<file path="config.mk">
export PLATFORM = sky130hd
export DESIGN_NAME = wb_buffer
export DESIGN_NICKNAME = d
export VERILOG_FILES = /design/src/rtl/wb_buffer_pkg.sv /design/src/rtl/wb_match.sv /design/src/rtl/wb_buffer.sv
export SDC_FILE = /design/constraint.sdc
export NUM_CORES = 1
export LEC_CHECK = 0
export CAP_MARGIN = 20
export CORE_MARGIN = 2
export CORE_UTILIZATION = 35
export DETAILED_ROUTE_END_ITERATION = 6
export REMOVE_ABC_BUFFERS = 1
export SYNTH_ARGS = -nofsm -noshare
export SYNTH_HDL_FRONTEND = slang
export SYNTH_SLANG_ARGS = --single-unit
</file>
<file path="constraint.sdc">
create_clock -name clk -period 4.3 [get_ports clk]
set_input_delay 0.86 -clock clk [delete_from_list [all_inputs] [get_ports clk]]
set_output_delay 0.86 -clock clk [all_outputs]
set_load 0.005 [all_outputs]
</file>
<file path="src/rtl/wb_buffer_pkg.sv">
// wb_buffer_pkg: shared FSM encoding and default sizing for the write-back buffer
// Ports: none (package only)
package wb_buffer_pkg;
   localparam int DEF_DEPTH  = 4;
   localparam int DEF_ADDR_W = 16;
   localparam int DEF_DATA_W = 32;
   typedef enum logic [1:0] {IDLE, DRAIN, READ, RESP} state_t;
endpackage

</file>
<file path="src/rtl/wb_match.sv">
// wb_match: combinational lookup returning hit and the youngest matching entry index
// Ports: tags_i/valid_i entry word-tags and valids, head_i oldest index,
//        tag_i lookup word-tag, hit_o any match, idx_o youngest matching index
module wb_match
   import wb_buffer_pkg::*;
#(
   parameter int DEPTH = DEF_DEPTH,
   parameter int TW = DEF_ADDR_W - 2,
   localparam int LW = $clog2(DEPTH)
) (
   input  logic [DEPTH-1:0][TW-1:0] tags_i,
   input  logic [DEPTH-1:0]         valid_i,
   input  logic [LW-1:0]            head_i,
   input  logic [TW-1:0]            tag_i,
   output logic                     hit_o,
   output logic [LW-1:0]            idx_o
);
   // Walk from head (oldest) towards tail so the last hit is the youngest.
   always_comb begin
      hit_o = 1'b0;
      idx_o = head_i;
      for (int k = 0; k < DEPTH; k++) begin
         if (valid_i[head_i + LW'(k)] && tags_i[head_i + LW'(k)] == tag_i) begin
            hit_o = 1'b1;
            idx_o = head_i + LW'(k);
         end
      end
   end
endmodule

</file>
<file path="src/rtl/wb_buffer.sv">
// wb_buffer: write-back buffer with coalescing, read hit forwarding and miss fills
// Ports: clk, rst (async active-low); wr_en/wr_addr/wr_data write-back in;
//        rd_req/rd_addr fill request, rd_data/rd_valid fill response;
//        full/empty/err status; mem_we/mem_re/mem_addr/mem_wdata/mem_rdata/mem_ack memory side
module wb_buffer
   import wb_buffer_pkg::*;
#(
   parameter int DEPTH  = DEF_DEPTH,
   parameter int ADDR_W = DEF_ADDR_W,
   parameter int DATA_W = DEF_DATA_W
) (
   input  logic              clk,
   input  logic              rst,
   input  logic              wr_en,
   input  logic [ADDR_W-1:0] wr_addr,
   input  logic [DATA_W-1:0] wr_data,
   input  logic              rd_req,
   input  logic [ADDR_W-1:0] rd_addr,
   output logic [DATA_W-1:0] rd_data,
   output logic              rd_valid,
   output logic              full,
   output logic              empty,
   output logic              err,
   output logic              mem_we,
   output logic              mem_re,
   output logic [ADDR_W-1:0] mem_addr,
   output logic [DATA_W-1:0] mem_wdata,
   input  logic [DATA_W-1:0] mem_rdata,
   input  logic              mem_ack
);
   localparam int LW = $clog2(DEPTH);
   localparam int TW = ADDR_W - 2;
   state_t                      state_q;
   logic [DEPTH-1:0][TW-1:0]     tag_q;
   logic [DEPTH-1:0][DATA_W-1:0] data_q;
   logic [DEPTH-1:0]             vld_q, wvld;
   logic [LW-1:0]                head_q, tail_q, widx, ridx;
   logic [LW:0]                  cnt_q, cnt_d;
   logic [TW-1:0]                rtag_q, wtag, rtag;
   logic [ADDR_W-1:0]            mem_addr_q;
   logic [DATA_W-1:0]            mem_wdata_q, rd_data_q, hit_data, head_wdata;
   logic err_q, pend_q, mem_we_q, mem_re_q, rd_valid_q;
   logic whit, rhit, coal, enq, drop, pop, rd_acc, fwd, rd_hit, rd_miss;
   logic unused_lsb;
   assign unused_lsb = ^{wr_addr[1:0], rd_addr[1:0]};
   assign wtag = wr_addr[ADDR_W-1:2];
   assign rtag = rd_addr[ADDR_W-1:2];
   // The head being drained is on the memory bus and must not change under it.
   assign wvld = vld_q & ~((state_q == DRAIN) ? (DEPTH'(1) << head_q) : '0);
   wb_match #(.DEPTH(DEPTH), .TW(TW)) u_wmatch (
      .tags_i(tag_q), .valid_i(wvld), .head_i(head_q), .tag_i(wtag), .hit_o(whit), .idx_o(widx)
   );
   wb_match #(.DEPTH(DEPTH), .TW(TW)) u_rmatch (
      .tags_i(tag_q), .valid_i(vld_q), .head_i(head_q), .tag_i(rtag), .hit_o(rhit), .idx_o(ridx)
   );
   assign full  = cnt_q == (LW+1)'(DEPTH);
   assign empty = cnt_q == '0;
   assign coal  = wr_en && whit;
   assign enq   = wr_en && !whit && !full;
   assign drop  = wr_en && !whit && full;
   assign pop   = state_q == DRAIN && mem_ack;
   assign cnt_d = cnt_q + (LW+1)'(enq) - (LW+1)'(pop);
   assign rd_acc  = rd_req && !pend_q && state_q != READ;
   assign fwd     = (coal || enq) && wtag == rtag;
   assign rd_hit  = rd_acc && (fwd || rhit);
   assign rd_miss = rd_acc && !fwd && !rhit;
   assign hit_data = fwd ? wr_data : data_q[ridx];
   // A coalesce into the head on the edge that starts its drain must reach memory.
   assign head_wdata = (coal && widx == head_q) ? wr_data : data_q[head_q];
   always_ff @(posedge clk or negedge rst) begin
      if (!rst) begin
         state_q     <= IDLE;
         tag_q       <= '0;
         data_q      <= '0;
         vld_q       <= '0;
         head_q      <= '0;
         tail_q      <= '0;
         cnt_q       <= '0;
         err_q       <= 1'b0;
         pend_q      <= 1'b0;
         rtag_q      <= '0;
         mem_we_q    <= 1'b0;
         mem_re_q    <= 1'b0;
         mem_addr_q  <= '0;
         mem_wdata_q <= '0;
         rd_valid_q  <= 1'b0;
         rd_data_q   <= '0;
      end else begin
         if (coal) data_q[widx] <= wr_data;
         if (enq) begin
            tag_q[tail_q]  <= wtag;
            data_q[tail_q] <= wr_data;
            vld_q[tail_q]  <= 1'b1;
            tail_q         <= tail_q + 1'b1;
         end
         if (pop) begin
            vld_q[head_q] <= 1'b0;
            head_q        <= head_q + 1'b1;
         end
         cnt_q <= cnt_d;
         if (drop) err_q <= 1'b1;
         if (rd_miss) begin
            pend_q <= 1'b1;
            rtag_q <= rtag;
         end
         rd_valid_q <= rd_hit;
         if (rd_hit) rd_data_q <= hit_data;
         case (state_q)
            IDLE:
               if (pend_q) begin
                  state_q    <= READ;
                  pend_q     <= 1'b0;
                  mem_re_q   <= 1'b1;
                  mem_addr_q <= {rtag_q, 2'b00};
               end else if (!empty) begin
                  state_q     <= DRAIN;
                  mem_we_q    <= 1'b1;
                  mem_addr_q  <= {tag_q[head_q], 2'b00};
                  mem_wdata_q <= head_wdata;
               end
            DRAIN:
               if (mem_ack) begin
                  state_q  <= IDLE;
                  mem_we_q <= 1'b0;
               end
            READ:
               if (mem_ack) begin
                  state_q    <= RESP;
                  mem_re_q   <= 1'b0;
                  rd_valid_q <= 1'b1;
                  rd_data_q  <= mem_rdata;
               end
            RESP: state_q <= IDLE;
         endcase
      end
   end
   assign err       = err_q;
   assign mem_we    = mem_we_q;
   assign mem_re    = mem_re_q;
   assign mem_addr  = mem_addr_q;
   assign mem_wdata = mem_wdata_q;
   assign rd_valid  = rd_valid_q;
   assign rd_data   = rd_data_q;
endmodule

</file>
After elaboration in Yosys (flattened, before gate mapping). Index checks and enable logic that the tools add are counted.

$add $sub $neg: 6. $lt $le $gt $ge: 10. Equal/unequal tests: 22. Shift operators: 1. Multiplexer cells: 83. Bitwise logic cells: 7. Reductions and logical operators: 39.

Operator list (count): $mux W32 (9); $bwmux W128 (2); $mux W128 (2); $bmux W32 S2 (2); $demux W32 S2 (2); $eq A14 B14 Y1 (9); $bmux W14 S2 (4); $mux W14 (5); $bwmux W56 (1); $mux W16 (2); $demux W14 S2 (1); $mux W1 (27); $logic_and A1 B1 Y1 (23); $lt A2 B3 Y1 const B (7); $mux W2 (10); $bmux W1 S2 (8); $mux W4 (3); $ne A2 B2 Y1 const B (6); $reduce_and A3 Y1 (3); $and A4 B4 Y4 (2); $not A4 Y4 (2); $pmux W2 S4 (1); $ge A2 B1 Y1 const B (3); $logic_not A1 Y1 (5); other kinds (21) (29).

Flip-flop bits (word level): 296. Output and inout bits: 86.

Longest topological paths before layout.
Depth in word-level cells: 22. Depth in mapped cells: 22.

Modules after synthesis. A second synthesis with hierarchy kept.

Cell total of the unflattened synthesis: 1601. Area, all modules: 18833.1 um^2.

By module, submodules not included: wb_buffer (times used 1, cells each 1051, area each 14201.1 um^2, seq. area each 7357.1 um^2); wb_match (times used 2, cells each 275, area each 2316.0 um^2, seq. area each 0.0 um^2).

Least setup slack after synthesis. Ideal clock, no wire load.

Path kind: reg-to-reg. Start point: register head_q[0]. End point: register cnt_q[2]. Data arrival time: 4.324 ns. Required time: 4.177 ns. Slack: -0.146 ns. Stages on the path, launching flop included: 22. Buffers on the path: 5. Clock period less this slack: 4.446 ns. Cells stage by stage: dfrtp_1 buf_6 buf_6 inv_2 buf_2 ha_1 buf_6 buf_6 mux4_2 xnor2_1 nand4_1 nor2_1 a22oi_1 nand3_1 nor3b_2 inv_1 ha_1 inv_1 ha_1 fa_1 xnor2_1 xnor2_1.

Longest elaborated chain between the ends: 16. Elaborated cells on any way between the ends: 40. Classes of those cells: add/sub (5); eq/ne (4); shift (1); mux (21); bitwise (2); reduce/logical (7).

Ends and longest elaborated chain: start, declared (line wb_buffer.sv:37) `logic [LW-1:0] head_q, tail_q, widx, ridx;`; start signal, assigned (line wb_buffer.sv:98) `head_q <= head_q + 1'b1;`; parallel branches: the longest is 10 deep, another holds $add A2 B1 Y2; $mux W1 (*) (line wb_match.sv:23) `if (valid_i[head_i + LW'(k)] && tags_i[head_i + LW'(k)] == tag_i) begin`; $logic_not A1 Y1 (*) (line wb_buffer.sv:59) `assign enq = wr_en && !whit && !full;`; $logic_and A1 B1 Y1 (*) (2 in a row) (line wb_buffer.sv:59); $add A3 B1 Y3 (*) (line wb_buffer.sv:62) `assign cnt_d = cnt_q + (LW+1)'(enq) - (LW+1)'(pop);`; $sub A3 B1 Y3 (*) (line wb_buffer.sv:62); net cnt_d[2] (line wb_buffer.sv:38) `logic [LW:0] cnt_q, cnt_d;`; end signal, assigned (line wb_buffer.sv:100) `cnt_q <= cnt_d;`; end, declared (line wb_buffer.sv:38).

Mark *: on every way through the listed nets, which the timed path passes. The select of a mux whose other input is x is not followed. A chain may end at the register's enable or synchronous reset.

Worst setup path in the final report.
Start point: register head_q[0]. End point: register data_q[103] in the netlist's numbering.

Longest elaborated chain between the ends: 18. Elaborated cells on any way between the ends: 51. Classes of those cells: add/sub (3); order compare (2); eq/ne (4); shift (1); mux (30); bitwise (2); reduce/logical (9).

Ends and longest elaborated chain: parallel branches: the longest is 17 deep, another holds $lt A2 B3 Y1; $mux W128 (*) (line wb_buffer.sv:90) `if (enq) begin`; end signal, assigned by index (line wb_buffer.sv:89) `if (coal) data_q[widx] <= wr_data;`; end signal, assigned by index (line wb_buffer.sv:92) `data_q[tail_q] <= wr_data;`; end, declared (line wb_buffer.sv:35) `logic [DEPTH-1:0][DATA_W-1:0] data_q;`.

Every way passes the cells marked *. The select of a mux whose other input is x is not followed.

==> results.yml <==
placement:
  post-place-cells: 2313
  place_area_mm2: 0.02132
  portBuffers: 180
  preCtsSetupSlack_ps: -70.37
  dp_hpwl_mm: 38.71
  place.gp.congestion: 0.9697
route:
  vias_per_cell: 5.503
  wl_met3_mm: 3.360
  wl_mm: 55.56
  highest_layer: "met5"
  routed-via-count: 13100
  drc: 0
  met1Wirelength_mm: 24.45
  dr.first_iter.drc_count: 884
  wl_met2_mm: 26.15
  ant_nets: 0
  drt_pre_antenna_iters: 5
  avgRoutedWirePerCell_um: 23.33
pwr:
  ir_drop_mv: 0.3638
  p_clk_frac: 0.154
  finalPower_mw: 19.71
  p_leak_nw: 8.936
  p_per_area_mw_per_mm2: 870.4
  p_sw_mw: 7.692
  p_comb_frac: 0.568
  seq_power_share: 0.277
  switching_share: 0.3903
  intPower_mw: 12.02
clock_tree:
  clock_latency_ps: 550
  cts_max_path_buffers: 3
  clockRootBuffer: "clkbuf_16"
  clk_pin_slew_ps: 60
  h-tree-depth: 2
  cts_num_sinks: 294
  cts_tree: "built"
  cts_made_buffers: 36
sta:
  fmax_mhz: 239.2
  worst_slew_pin_slew_ps: 1082
  fin_crit_ps: 4180
  final_hold_viol_count: 0
  setup_viol: 0
  worst_clock_skew_ps: 24.50
  finalWorstSetupSlack_ps: 120.2
  maxSlewViolCount: 0
  tns_ps: 0
  timing.hold.ws_ps: 329.1
  fin_crit_sh: 0.9720
  relSlewSlack: 0.2776
synthesis:
  yosysMostFrequentCell: "dfrtp_1"
  ys_seq_elements: 294
  yosys-top-cells-count: "dfrtp_1, mux2_1, xnor2_1"
  synth_area_per_cell_um2: 12.42
  synth_top_cell_area_share: 0.4017
  synthCells: 1475
  yosysTopAreaCell: "dfrtp_1"
  synth_edf_count: 0
  yosysSeqAreaShare: 0.4017
  ys_types: 67
  synthFlopType: "dfrtp_1"
  synth.area.top_cells: "dfrtp_1, mux4_2, mux2_1"
  yosysWarnings: 0
  syn-cell-area_mm2: 0.01831
  async_flop_share: 1.000
setup_path:
  critPathRequiredTime_ps: 4710
  critPathMaxFanout: 20
  endpoint_kind: "flop"
  startpoint_type: "flop"
  r2r-start: "head_q[0]"
  crit_start: "head_q[0]"
  critPathArrivalTime_ps: 4590
  critPathKind: "reg2reg"
floorplanning:
  design.portCount: 187
  core_mm2: 0.05151
  rows: 83
  initial_core_util: 0.3555
  dieArea_mm2: 0.05417
  die_height_um: 232.7
  die_x_um: 232.7
grt:
  grt_util_all_layers: 0.2062
  grt_max_degree: 92
  grt_overflow_total: 0
  grt_pass1_wl_mm: 84.64
  grt_pass1_vias: 13520
  antenna_found_initial: 1
min_path:
  min_path_type: "in2async"
final_layout:
  drive_gt1_frac: 0.2381
  final_area_mm2: 0.02264
  finalCoreUtilization: 0.4396
  antennaDiodeCount: 0
  nets: 1789
  areaGrowthSynthToFinish_pct: 23.65
  fin_cells: 2381
run_status:
  status: "finished clean"
run:
  cap_violations: 0
state kept, by name (all words and copies together), names as in the netlist, 2 cells and up:
register / cells
cnt_q: 3
data_q: 128
head_q: 2
mem_addr: 14
mem_wdata: 32
rd_data: 32
rtag_q: 14
state_q: 2
tag_q: 56
tail_q: 2
vld_q: 4
final timing paths:
path / slack, ps / to / depth (start not counted)
setup reg to reg: 120 / data_q[103] / 16
hold reg to reg: 470 / err / 1
hold / removal: 330 / rd_data[2] / 1
max in group asynchronous: 2850 / data_q[78] / 2
setup / recovery: 120 / data_q[103] / 16
min in group clk: 470 / err / 1
cells in the final DEF (no fill, tap or decap), types with 8 or more instances in the layout:
cell type,count
dfrtp_1,292
clkdlybuf4s50_1,179
mux2_1,171
xnor2_1,115
mux4_2,91
buf_4,87
mux2i_1,75
a21oi_1,70
o21ai_0,64
mux2_4,58
nand2_1,52
nor2_1,50
clkbuf_16,36
o2bb2ai_1,31
a22oi_1,31
a22oi_2,30
mux2_2,27
nand4_1,25
inv_1,23
xor2_1,19
buf_12,18
ha_1,9
clkbuf_8,9
clkbuf_1,9
and2_1,8
o21ai_1,8
critical path, cell delays in order (launching register included):
cell,delay (ps)
dfrtp_4,450
inv_2,60
ha_4,360
buf_6,170
buf_4,120
mux4_2,500
xnor2_1,220
nand4_1,180
nor4_4,420
a22oi_2,150
buf_4,160
nand2_1,60
a21o_1,110
a21bo_2,270
o21bai_4,200
buf_12,210
mux2_1,350
logic make-up after synthesis:
kind of cell | count (synthesis) | synth area share
AOI/OAI and AO/OA | 276 | 0.1078
xor gates and xnor gates | 138 | 0.06702
adders and majority gates | 11 | 0.007925
buffers and inverters | 152 | 0.04454
DFF | 294 | 0.4017
muxes | 422 | 0.3222
other | 1 | 0.0002048
and+or+nand+nor | 181 | 0.04858
power by group through the flow:
stage	logic, mW	clock network (mW)	registers (mW)
floorplan	7.30	0	5.37
global placement	10.9	0	5.38
detailed placement	11.0	0	5.47
CTS	11.1	3.12	5.44
global route	12.0	3.25	5.67
finish	11.2	3.04	5.46
timing repair:
item                                    4_1_cts  5_1_grt
endpoints found under the setup margin       91      170
hold buffers                                  0        0
setup buffers                                 0        5
resized for setup                             3       12
endpoints found under the hold margin         0        0
gates cloned                                  1        0
pin swaps                                     0        3
routing by layer:
| metal | vias to the layer above | global-route usage |
|---|---|---|
| met5 | - | 0 |
| met4 | 2 | 0.06031 |
| met3 | 94 | 0.03787 |
| met2 | 433 | 0.3355 |
| met1 | 6687 | 0.2804 |
| li1 | 5887 | - |
area by class of cell:
| type | count | area (um^2) |
|---|---|---|
| Clock buffer | 54 | 1059 |
| Clock inverter | 8 | 108.9 |
| Fill cell | 4804 | 28870 |
| Inverter | 25 | 93.84 |
| Multi-Input combinational cell | 1030 | 10250 |
| Sequential cell | 294 | 7365 |
| Tap cell | 680 | 850.8 |
| Timing Repair Buffer | 290 | 2914 |
Note: power is estimated with default switching activity, not from simulation.
